<file path="src/rtl/uart_tx_framer.sv">
// -----------------------------------------------------------------------------
// uart_tx_framer
//   UART transmitter with a frame format chosen per word: baud divisor,
//   parity (none / even / odd) and one or two stop bits. Words arrive over a
//   valid/ready handshake. A new frame starts only while CTS is asserted.
//   Busy and done status are reported. Sits between a TX FIFO or register
//   block and the uart_txd pad.
//
// Parameters
//   DATA_WIDTH  data bits per frame (5..9), sent LSB first
//   DIV_WIDTH   width of the baud divisor input
//
// Ports
//   clk         system clock, all logic on posedge
//   rst_n       asynchronous active-low reset
//   tx_data_i   word to send
//   tx_valid_i  tx_data_i is valid
//   tx_ready_o  block can accept a word this cycle (IDLE and CTS clear)
//   div_i       clocks per bit; values below 2 are treated as 2
//   parity_i    0 none, 1 even, 2 odd, 3 reserved (treated as none)
//   stop2_i     1 = two stop bits, 0 = one stop bit
//   cts_n_i     asynchronous clear-to-send, active low
//   txd_o       serial line, driven straight from a flop, idles high
//   busy_o      frame in progress
//   done_o      one-cycle pulse when the final stop bit completes
// -----------------------------------------------------------------------------
module uart_tx_framer #(
    parameter int unsigned DATA_WIDTH = 8,
    parameter int unsigned DIV_WIDTH  = 16
) (
    input  logic                  clk,
    input  logic                  rst_n,
    input  logic [DATA_WIDTH-1:0] tx_data_i,
    input  logic                  tx_valid_i,
    output logic                  tx_ready_o,
    input  logic [DIV_WIDTH-1:0]  div_i,
    input  logic [1:0]            parity_i,
    input  logic                  stop2_i,
    input  logic                  cts_n_i,
    output logic                  txd_o,
    output logic                  busy_o,
    output logic                  done_o
);

    localparam int unsigned            BIT_CNT_W = $clog2(DATA_WIDTH);
    localparam logic [BIT_CNT_W-1:0]   LAST_BIT  = BIT_CNT_W'(DATA_WIDTH - 1);

    typedef enum logic [2:0] {
        S_IDLE   = 3'd0,
        S_START  = 3'd1,
        S_DATA   = 3'd2,
        S_PARITY = 3'd3,
        S_STOP   = 3'd4
    } state_e;

    typedef enum logic [1:0] {
        PAR_NONE = 2'd0,
        PAR_EVEN = 2'd1,
        PAR_ODD  = 2'd2,
        PAR_RSVD = 2'd3
    } parity_e;

    // -------------------------------------------------------------------------
    // CTS synchroniser
    // -------------------------------------------------------------------------
    logic [1:0] cts_sync_q;
    logic       cts_ok;

    // NOTE: sequential state is always written with non-blocking assignments so
    // every flop samples the values that existed before the clock edge.
    // The synchroniser resets to "not clear" so nothing can start until a real
    // CTS level has crossed both flops.
    always_ff @(posedge clk or negedge rst_n) begin
        if (!rst_n) begin
            cts_sync_q <= 2'b11;
        end else begin
            cts_sync_q <= {cts_sync_q[0], cts_n_i};
        end
    end

    assign cts_ok = ~cts_sync_q[1];

    // -------------------------------------------------------------------------
    // Frame state
    // -------------------------------------------------------------------------
    state_e                 state_q;
    logic [DATA_WIDTH-1:0]  shift_q;
    logic [BIT_CNT_W-1:0]   bit_cnt_q;
    logic [DIV_WIDTH-1:0]   cnt_q;
    logic [DIV_WIDTH-1:0]   div_m1_q;      // clamped divisor minus one
    logic                   par_en_q;
    logic                   par_bit_q;
    logic                   stop2_q;
    logic                   stop_second_q; // currently sending the second stop bit
    logic                   txd_q;
    logic                   busy_q;
    logic                   done_q;

    logic                   accept;
    logic                   tick;

    // Per-frame configuration captured on the accept edge.
    logic [DIV_WIDTH-1:0]   div_m1_d;
    logic                   par_en_d;
    logic                   par_bit_d;

    // Ready looks only at registers, never at tx_valid_i, so upstream can
    // safely make valid depend on ready.
    assign tx_ready_o = (state_q == S_IDLE) && cts_ok;
    assign accept     = tx_valid_i && tx_ready_o;

    // Storing DIV-1 lets the end-of-bit compare run without a subtractor.
    assign tick = (cnt_q == div_m1_q);

    // NOTE: every signal assigned in this block gets a default first, so no
    // path leaves it unassigned and no latch is inferred.
    always_comb begin
        par_en_d  = 1'b0;
        par_bit_d = 1'b0;
        div_m1_d  = (div_i < DIV_WIDTH'(2)) ? DIV_WIDTH'(1) : (div_i - DIV_WIDTH'(1));
        case (parity_e'(parity_i))
            PAR_EVEN: begin
                par_en_d  = 1'b1;
                par_bit_d = ^tx_data_i;
            end
            PAR_ODD: begin
                par_en_d  = 1'b1;
                par_bit_d = ~^tx_data_i;
            end
            default: begin
                // none and reserved both send no parity bit
                par_en_d  = 1'b0;
                par_bit_d = 1'b0;
            end
        endcase
    end

    always_ff @(posedge clk or negedge rst_n) begin
        if (!rst_n) begin
            state_q       <= S_IDLE;
            shift_q       <= '0;
            bit_cnt_q     <= '0;
            cnt_q         <= '0;
            div_m1_q      <= DIV_WIDTH'(1);
            par_en_q      <= 1'b0;
            par_bit_q     <= 1'b0;
            stop2_q       <= 1'b0;
            stop_second_q <= 1'b0;
            txd_q         <= 1'b1;
            busy_q        <= 1'b0;
            done_q        <= 1'b0;
        end else begin
            done_q <= 1'b0;

            if (state_q == S_IDLE) begin
                cnt_q <= '0;
                if (accept) begin
                    shift_q       <= tx_data_i;
                    div_m1_q      <= div_m1_d;
                    par_en_q      <= par_en_d;
                    par_bit_q     <= par_bit_d;
                    stop2_q       <= stop2_i;
                    stop_second_q <= 1'b0;
                    bit_cnt_q     <= '0;
                    state_q       <= S_START;
                    txd_q         <= 1'b0;
                    busy_q        <= 1'b1;
                end
            end else if (!tick) begin
                cnt_q <= cnt_q + DIV_WIDTH'(1);
            end else begin
                // End of the current bit period: move on to the next bit.
                cnt_q <= '0;
                case (state_q)
                    S_START: begin
                        state_q   <= S_DATA;
                        bit_cnt_q <= '0;
                        txd_q     <= shift_q[0];
                    end
                    S_DATA: begin
                        if (bit_cnt_q == LAST_BIT) begin
                            if (par_en_q) begin
                                state_q <= S_PARITY;
                                txd_q   <= par_bit_q;
                            end else begin
                                state_q <= S_STOP;
                                txd_q   <= 1'b1;
                            end
                        end else begin
                            // Next data bit is the one above the bit just sent.
                            shift_q   <= shift_q >> 1;
                            bit_cnt_q <= bit_cnt_q + BIT_CNT_W'(1);
                            txd_q     <= shift_q[1];
                        end
                    end
                    S_PARITY: begin
                        state_q <= S_STOP;
                        txd_q   <= 1'b1;
                    end
                    S_STOP: begin
                        if (stop2_q && !stop_second_q) begin
                            stop_second_q <= 1'b1;
                        end else begin
                            state_q <= S_IDLE;
                            busy_q  <= 1'b0;
                            done_q  <= 1'b1;
                        end
                        txd_q <= 1'b1;
                    end
                    default: begin
                        // Unreachable encodings recover to a quiet idle line.
                        state_q <= S_IDLE;
                        busy_q  <= 1'b0;
                        txd_q   <= 1'b1;
                    end
                endcase
            end
        end
    end

    assign txd_o  = txd_q;
    assign busy_o = busy_q;
    assign done_o = done_q;

endmodule
</file>
<file path="config.mk">
export PLATFORM = sky130hd
export DESIGN_NAME = uart_tx_framer
export DESIGN_NICKNAME = d
export VERILOG_FILES = /design/src/rtl/uart_tx_framer.sv
export SDC_FILE = /design/constraint.sdc
export NUM_CORES = 1
export LEC_CHECK = 0
export ABC_CLOCK_PERIOD_IN_PS = 2340
export CAP_MARGIN = 20
export CORE_ASPECT_RATIO = 0.5
export CORE_MARGIN = 2
export CORE_UTILIZATION = 63
export CTS_BUF_LIST = sky130_fd_sc_hd__clkbuf_4 sky130_fd_sc_hd__clkbuf_8 sky130_fd_sc_hd__clkbuf_16
export DETAILED_ROUTE_END_ITERATION = 16
export DONT_BUFFER_PORTS = 1
export PLACE_DENSITY = 0.79
export RECOVER_POWER = 50
export SLEW_MARGIN = 5
export SYNTH_ARGS = -nofsm -noshare
export SYNTH_HDL_FRONTEND = slang
export SYNTH_SLANG_ARGS = --single-unit
</file>
<file path="constraint.sdc">
create_clock -name clk -period 2.34 [get_ports clk]
set_input_delay 0.585 -clock clk [delete_from_list [all_inputs] [get_ports clk]]
set_output_delay 0.585 -clock clk [all_outputs]
set_load 0.05 [all_outputs]
</file>
==> out/metrics.cfg <==
[status]
status = completed

[layout]
antenna_cells = 0
syn2layout_area_growth_pct = 6.38
layout.cells.non_filler = 410
nets = 376
final_util_pct = 69.4
finish.instance_area_um2 = 3420
drive_above_1_share_pct = 15.3

[clock_network]
insertion_delay_ns = 0.31
cts_max_path_buffers = 2
numCtsBuffers = 5
h-tree-depth = 2
cts_tree = done
cts.clk_slew.worst_paths_ns = 0.10
post_cts_buffers = 0
root_buffer = clkbuf_8
cts_num_sinks = 55
cts_resized = 0

[power_and_ir_drop]
clkPwrFrac_pct = 19.2
power_mw = 2.98
p_leak_nw = 1.51
seqPwrFrac_pct = 50.9
p_sw_mw = 1.11
switching_share_pct = 37.3
internal_power_mw = 1.87
p_comb_share_pct = 29.9
p_per_area_nw_per_um2 = 870
irDropWorstVdd_mv = 0.478

[global_route]
groute.usage.overall_pct = 23.9
grt_pass1_wl_um = 10600
grt_max_degree = 52
overflow = 0
grt_antenna_before_repair = 0
grt_pass1_vias = 2220

[place]
post_dp_cell_area_um2 = 3310
dpl.hpwl_um = 4580
numPortBuffers = 0
gp_congestion = 0.825
dp_cells = 401

[critical_path]
cp.arrival_ns = 2.30
rr_worst_depth = 6
cp-end-kind = register
path_max_fanout = 15
critPathLaunchType = primary input
cp.required_ns = 2.60
path_class = primary input to register

[detailed_routing]
dr.pass1.iters = 4
avgRoutedWirePerCell_um = 15.9
drc = 0
drtIter0Drc = 138
vias = 2448
ant_nets = 0
wl_um = 6520
vias_per_cell = 5.97

[floorplanning]
start_util_pct = 65.2
die_area_um2 = 5730
die_width_um = 105
coreArea_um2 = 4930
rows = 18
die_h_um = 54.5
io_pins = 35

[job]
cap_viol_max_count = 0

[yosys]
synth_top_area_share_pct = 39.7
synth_compound_area_share_pct = 11.9
netlist_area_um2 = 3220
synth_edf_count = 0
synth-seq-cells = 55
synth-simple-area-share_pct = 25.0
synth_seq_area_share_pct = 42.9
synthAdderAreaFrac_pct = 2.33
synthTopCellsByArea = dfrtp_1, xnor2_1, xor2_1
synth_top_family_by_area = simple AND/OR/NAND/NOR gates
syn_inst = 340
syn_nets = 377
synth_xor_area_share_pct = 13.6
synth_flop_cell = dfrtp_1
yosys_warnings = 0
async_reset_ff_share_pct = 100
synthDistinctLibCells = 46
syn_area_per_cell_um2 = 9.46
yosysTopAreaCell = dfrtp_1
synth.area.mux_share_pct = 0.622

[timing]
min_period_ns = 2.05
maxSlewHeadroom_pct = 14.7
fmax_mhz = 489
hold_violations = 0
finalSetupViolCount = 0
tightest_slew_ns = 1.28
maxSlewViolCount = 0
grt_setup_unrepaired = false
finalCritPeriodShare_pct = 87.4
finClkSkew_ns = 0.0150

[worst_hold_path]
hold_path_class = primary input to async pin

-- metrics by stage --
step           setup TNS, ns  hold slack (ns)  worst slack, ns
6_report                   0            0.102            0.295
5_1_grt                    0           0.0867           0.0790
4_1_cts                    0           0.0977            0.297
3_5_place_dp         -0.0781            0.291          -0.0339
3_3_place_gp        -0.00861            0.291         -0.00861
2_1_floorplan        -0.0294            0.289         -0.00973
-- power groups by stage --
stage	registers [mW]	logic [mW]	clock network, mW
after CTS	1.52	0.900	0.585
after global routing	1.55	1.02	0.630
after global placement	1.53	0.835	0
final	1.52	0.889	0.572
after detailed placement	1.53	0.870	0
after floorplan	1.41	0.782	0
-- per-layer routing --
metal	global-route usage, %	share of wire (%)	vias to the layer above
li1	-	-	1181
met1	32.4	46	1210
met2	39.4	47	51
met3	6.19	5.5	6
met4	6.00	1.1	0
met5	0	0	-
-- worst max-delay path, cell delays in order --
cell    delay, ns
or4_4        0.53
or4_4        0.45
nor4_4       0.25
a21o_4       0.30
o22a_1       0.18
-- state kept, by name, indices dropped and copies added, names as in the netlist --
| register | flops |
|---|---|
| par_bit_q | 1 |
| cnt_q | 16 |
| par_en_q | 1 |
| stop2_q | 1 |
| div_m1_q | 16 |
| done_o | 1 |
| cts_sync_q | 2 |
| txd_o | 1 |
| state_q | 3 |
| stop_second_q | 1 |
| bit_cnt_q | 3 |
| shift_q | 8 |
| busy_o | 1 |
-- synth_stat cells (3+ instances only) --
cell type  count
dfrtp_1       51
nand2_1       33
nand3_1       31
nor2_1        26
xnor2_1       25
xor2_1        25
clkbuf_1      16
o21ai_2       10
or2_2         10
inv_1          9
nor2b_1        9
nor3_1         9
nor4_1         8
a311oi_1       7
and4b_1        7
o21ai_0        7
ha_1           6
o21ai_1        5
and3_1         4
dfstp_2        4
nand4_1        3
-- what timing repair did --
| action | in CTS | in global routing |
|---|---|---|
| hold buffers | 1 | 0 |
| endpoints found under the setup margin | 0 | 0 |
| hold endpoints to repair | 51 | 0 |
-- area by class of cell --
class	count	area (um2)
Tap cell	70	87.6
Fill cell	371	1510
Timing Repair Buffer	10	72.6
Multi-Input combinational cell	258	1740
Sequential cell	55	1380
Clock buffer	7	96.3
Inverter	9	33.8
Clock inverter	1	7.51
-- path summary, 6_finish.rpt --
check                                   startpoint                       to  slack, ns
setup reg to reg                cnt_q[8]$_DFF_PN0_      cnt_q[13]$_DFF_PN0_       0.35
hold / removal                               rst_n        txd_o$_DFFE_PN1P_       0.10
max in group asynchronous                    rst_n       cnt_q[4]$_DFF_PN0_       1.02
hold reg to reg            cts_sync_q[0]$_DFF_PN1_  cts_sync_q[1]$_DFF_PN1_       0.37
min in group clk                           cts_n_i  cts_sync_q[0]$_DFF_PN1_       0.26
setup / recovery                          div_i[6]  div_m1_q[0]$_DFFE_PN1P_       0.29
-- logic make-up (layout without fill, tap and decap cells) --
logic type	Yosys count	in the layout
muxes	2	2
adders and majority gates	6	6
and+or+nand+nor	150	150
AOI/OAI and AO/OA	50	50
DFF	55	55
xor gates and xnor gates	50	50
buffers and inverters	27	27
-- cell usage in the layout (no fill, tap or decap), types with 2 or more instances in the layout --
cell type	count
dfrtp_1	51
nand2_1	33
nand3_1	31
nor2_1	26
xor2_1	25
xnor2_1	25
or2_2	10
o21ai_2	10
inv_1	9
nor3_1	9
nor2b_1	9
buf_4	9
nor4_1	7
and4b_1	7
a311oi_1	7
o21ai_0	7
clkbuf_8	7
ha_1	6
o21ai_1	5
and3_1	4
dfstp_2	4
nand4_1	3
nor4_4	2
mux2i_1	2
o211a_1	2
a31o_2	2
a31oi_1	2
or4_4	2
nand2b_1	2
nor4_2	2
o22a_1	2
a21oi_1	2
No activity file was read; power rests on OpenSTA's default activity.
==> patch (same settings) <==
Add an input register stage for `div_i`; this delays it by one clock. The other inputs are not delayed to match.
--- a/src/rtl/uart_tx_framer.sv
+++ b/src/rtl/uart_tx_framer.sv
@@ -60,6 +60,12 @@
         PAR_RSVD = 2'd3
     } parity_e;
 
+    logic [DIV_WIDTH-1:0] div_q;
+
+    always_ff @(posedge clk) begin
+        div_q <= div_i;
+    end
+
     // -------------------------------------------------------------------------
     // CTS synchroniser
     // -------------------------------------------------------------------------
@@ -117,7 +123,7 @@
     always_comb begin
         par_en_d  = 1'b0;
         par_bit_d = 1'b0;
-        div_m1_d  = (div_i < DIV_WIDTH'(2)) ? DIV_WIDTH'(1) : (div_i - DIV_WIDTH'(1));
+        div_m1_d  = (div_q < DIV_WIDTH'(2)) ? DIV_WIDTH'(1) : (div_q - DIV_WIDTH'(1));
         case (parity_e'(parity_i))
             PAR_EVEN: begin
                 par_en_d  = 1'b1;
Formal check against the unedited RTL: not equivalent (a bounded check fails within 10 cycles, from zero or initial values and one cycle with rst_n low).
==> patch against the unedited design <==
  * Synthesized area up 5.0%
  * Clock power grew 84%
  * Routed wire length up 6.7%
  * Sequential power up 23%
  * Worst setup slack lost 0.19 ns
  * Sequential cell count is 16 higher
  * Clock skew is 0.0046 ns lower
  * Total power up 30%
  * Design area rose by 7.1%
==> patch: results <==
{
  "result_of_the_run": "finished, final reports clean",
  "p_leak_nw": 1.57,
  "finClkSkew_ns": 0.0104,
  "gp_congestion": 0.845,
  "drt-initial-drc-count": 135,
  "synth.top_cells.by_count": "sky130_fd_sc_hd__dfrtp_1 (51), sky130_fd_sc_hd__nand2_1 (44), sky130_fd_sc_hd__xnor2_1 (36)",
  "drt-total-wl_um": 6960,
  "r2r_setup_slack_ns": 0.24,
  "biggestRegsByFlops": "cnt_q (16), div_m1_q (16), div_q (16)",
  "cts.htree.levels": 3,
  "critical_path_arrival_ns": 1.65,
  "place_worst_setup_slack_ns": 0.224,
  "clock_latency_ns": 0.35,
  "remaining_max_slew_budget_at_the_tightest_pin": 0.155,
  "post-route-period-util": 0.954,
  "worst_path_max_delay_cell": "sky130_fd_sc_hd__dfrtp_1",
  "dp_hpwl_um": 4650,
  "diodes_inserted": 0,
  "grt_pass1_wl_um": 11600,
  "power.ir.vdd_worst_uv": 582,
  "share_of_cells_above_drive_strength_1": 0.0977,
  "first_global_vias": 2410,
  "synthesized_netlist_net_count": 374,
  "synth_seq_area_share": 0.504,
  "clock_path_buffers": 2,
  "cts_buffers": 9,
  "fin_nets": 380,
  "multiInputGateArea_mm2": 0.00156,
  "ys_async_sr_fraction": 0.775,
  "worstPathMaxFanout": 12,
  "switching_power_w": 0.00135,
  "cts.reportedPaths.clkPinSlew_ns": 0.08
}
==> patch: cell types whose count changed after synthesis, moves of 7 or more <==
cell,delta
sky130_fd_sc_hd__and4b_1,-7
sky130_fd_sc_hd__xnor2_1,+11
sky130_fd_sc_hd__nor2b_1,-7
sky130_fd_sc_hd__a22oi_1,+8
sky130_fd_sc_hd__o21ai_0,+13
sky130_fd_sc_hd__xor2_1,-11
sky130_fd_sc_hd__nand2_1,+11
sky130_fd_sc_hd__clkbuf_1,-10
sky130_fd_sc_hd__o21ai_2,-10
sky130_fd_sc_hd__nand3_1,-17
sky130_fd_sc_hd__nor2_1,+7
sky130_fd_sc_hd__a311oi_1,-7
sky130_fd_sc_hd__dfxtp_1,+16
sky130_fd_sc_hd__or2_2,-10
==> patch: layout make-up <==
class,instances,area share
Clock inverter,4,0.00853
Inverter,11,0.0113
Clock buffer,12,0.0543
Sequential cell,71,0.464
Timing Repair Buffer,7,0.0137
Tap cell,70,0.0239
Multi-Input combinational cell,243,0.424
==> patch: worst paths after layout <==
path                               start            end  cells after the start
min in group clk                 cts_n_i  cts_sync_q[0]                      0
max in group asynchronous          rst_n      cnt_q[12]                      1
setup reg to reg                div_q[4]    div_m1_q[5]                      5
hold reg to reg            cts_sync_q[0]  cts_sync_q[1]                      0
setup / recovery              state_q[0]     tx_ready_o                      3
hold / removal                     rst_n    div_m1_q[0]                      0
==> patch: kinds of logic after synthesis <==
logic type,share of synthesized area
mux,0.0119
simple gates,0.186
flops,0.504
xor+xnor,0.130
buf+inv,0.0359
compound gates,0.110
fa+ha+maj,0.0222
==> patch: timing repair <==
item | CTS | global route
hold endpoints to repair | 51 | 0
setup endpoints to repair | 0 | 3
hold buffers | 1 | 0
==> patch: stage by stage <==
step | cells | area [um^2]
2_1_floorplan | 337 | 3380
3_3_place_gp | 401 | 3430
3_5_place_dp | 401 | 3430
4_1_cts | 418 | 3690
5_1_grt | 418 | 3670
6_report | 418 | 3670
==> patch: power groups by stage <==
stage,clock (W),sequential (W),combinational (W)
global placement,0,0.00187,0.000857
global route,0.00112,0.00191,0.00107
finish,0.00105,0.00187,0.000948
detailed placement,0,0.00189,0.000908
floorplan,0,0.00179,0.000780
CTS,0.00107,0.00187,0.000944
==> patch: routing by layer <==
layer | wire length [um] | vias to the layer above | global-route usage
met1 | 3040 | 1223 | 0.329
met5 | 0 | - | 0
met2 | 3370 | 66 | 0.388
met3 | 399 | 22 | 0.0855
li1 | - | 1162 | -
met4 | 150 | 0 | 0.0989
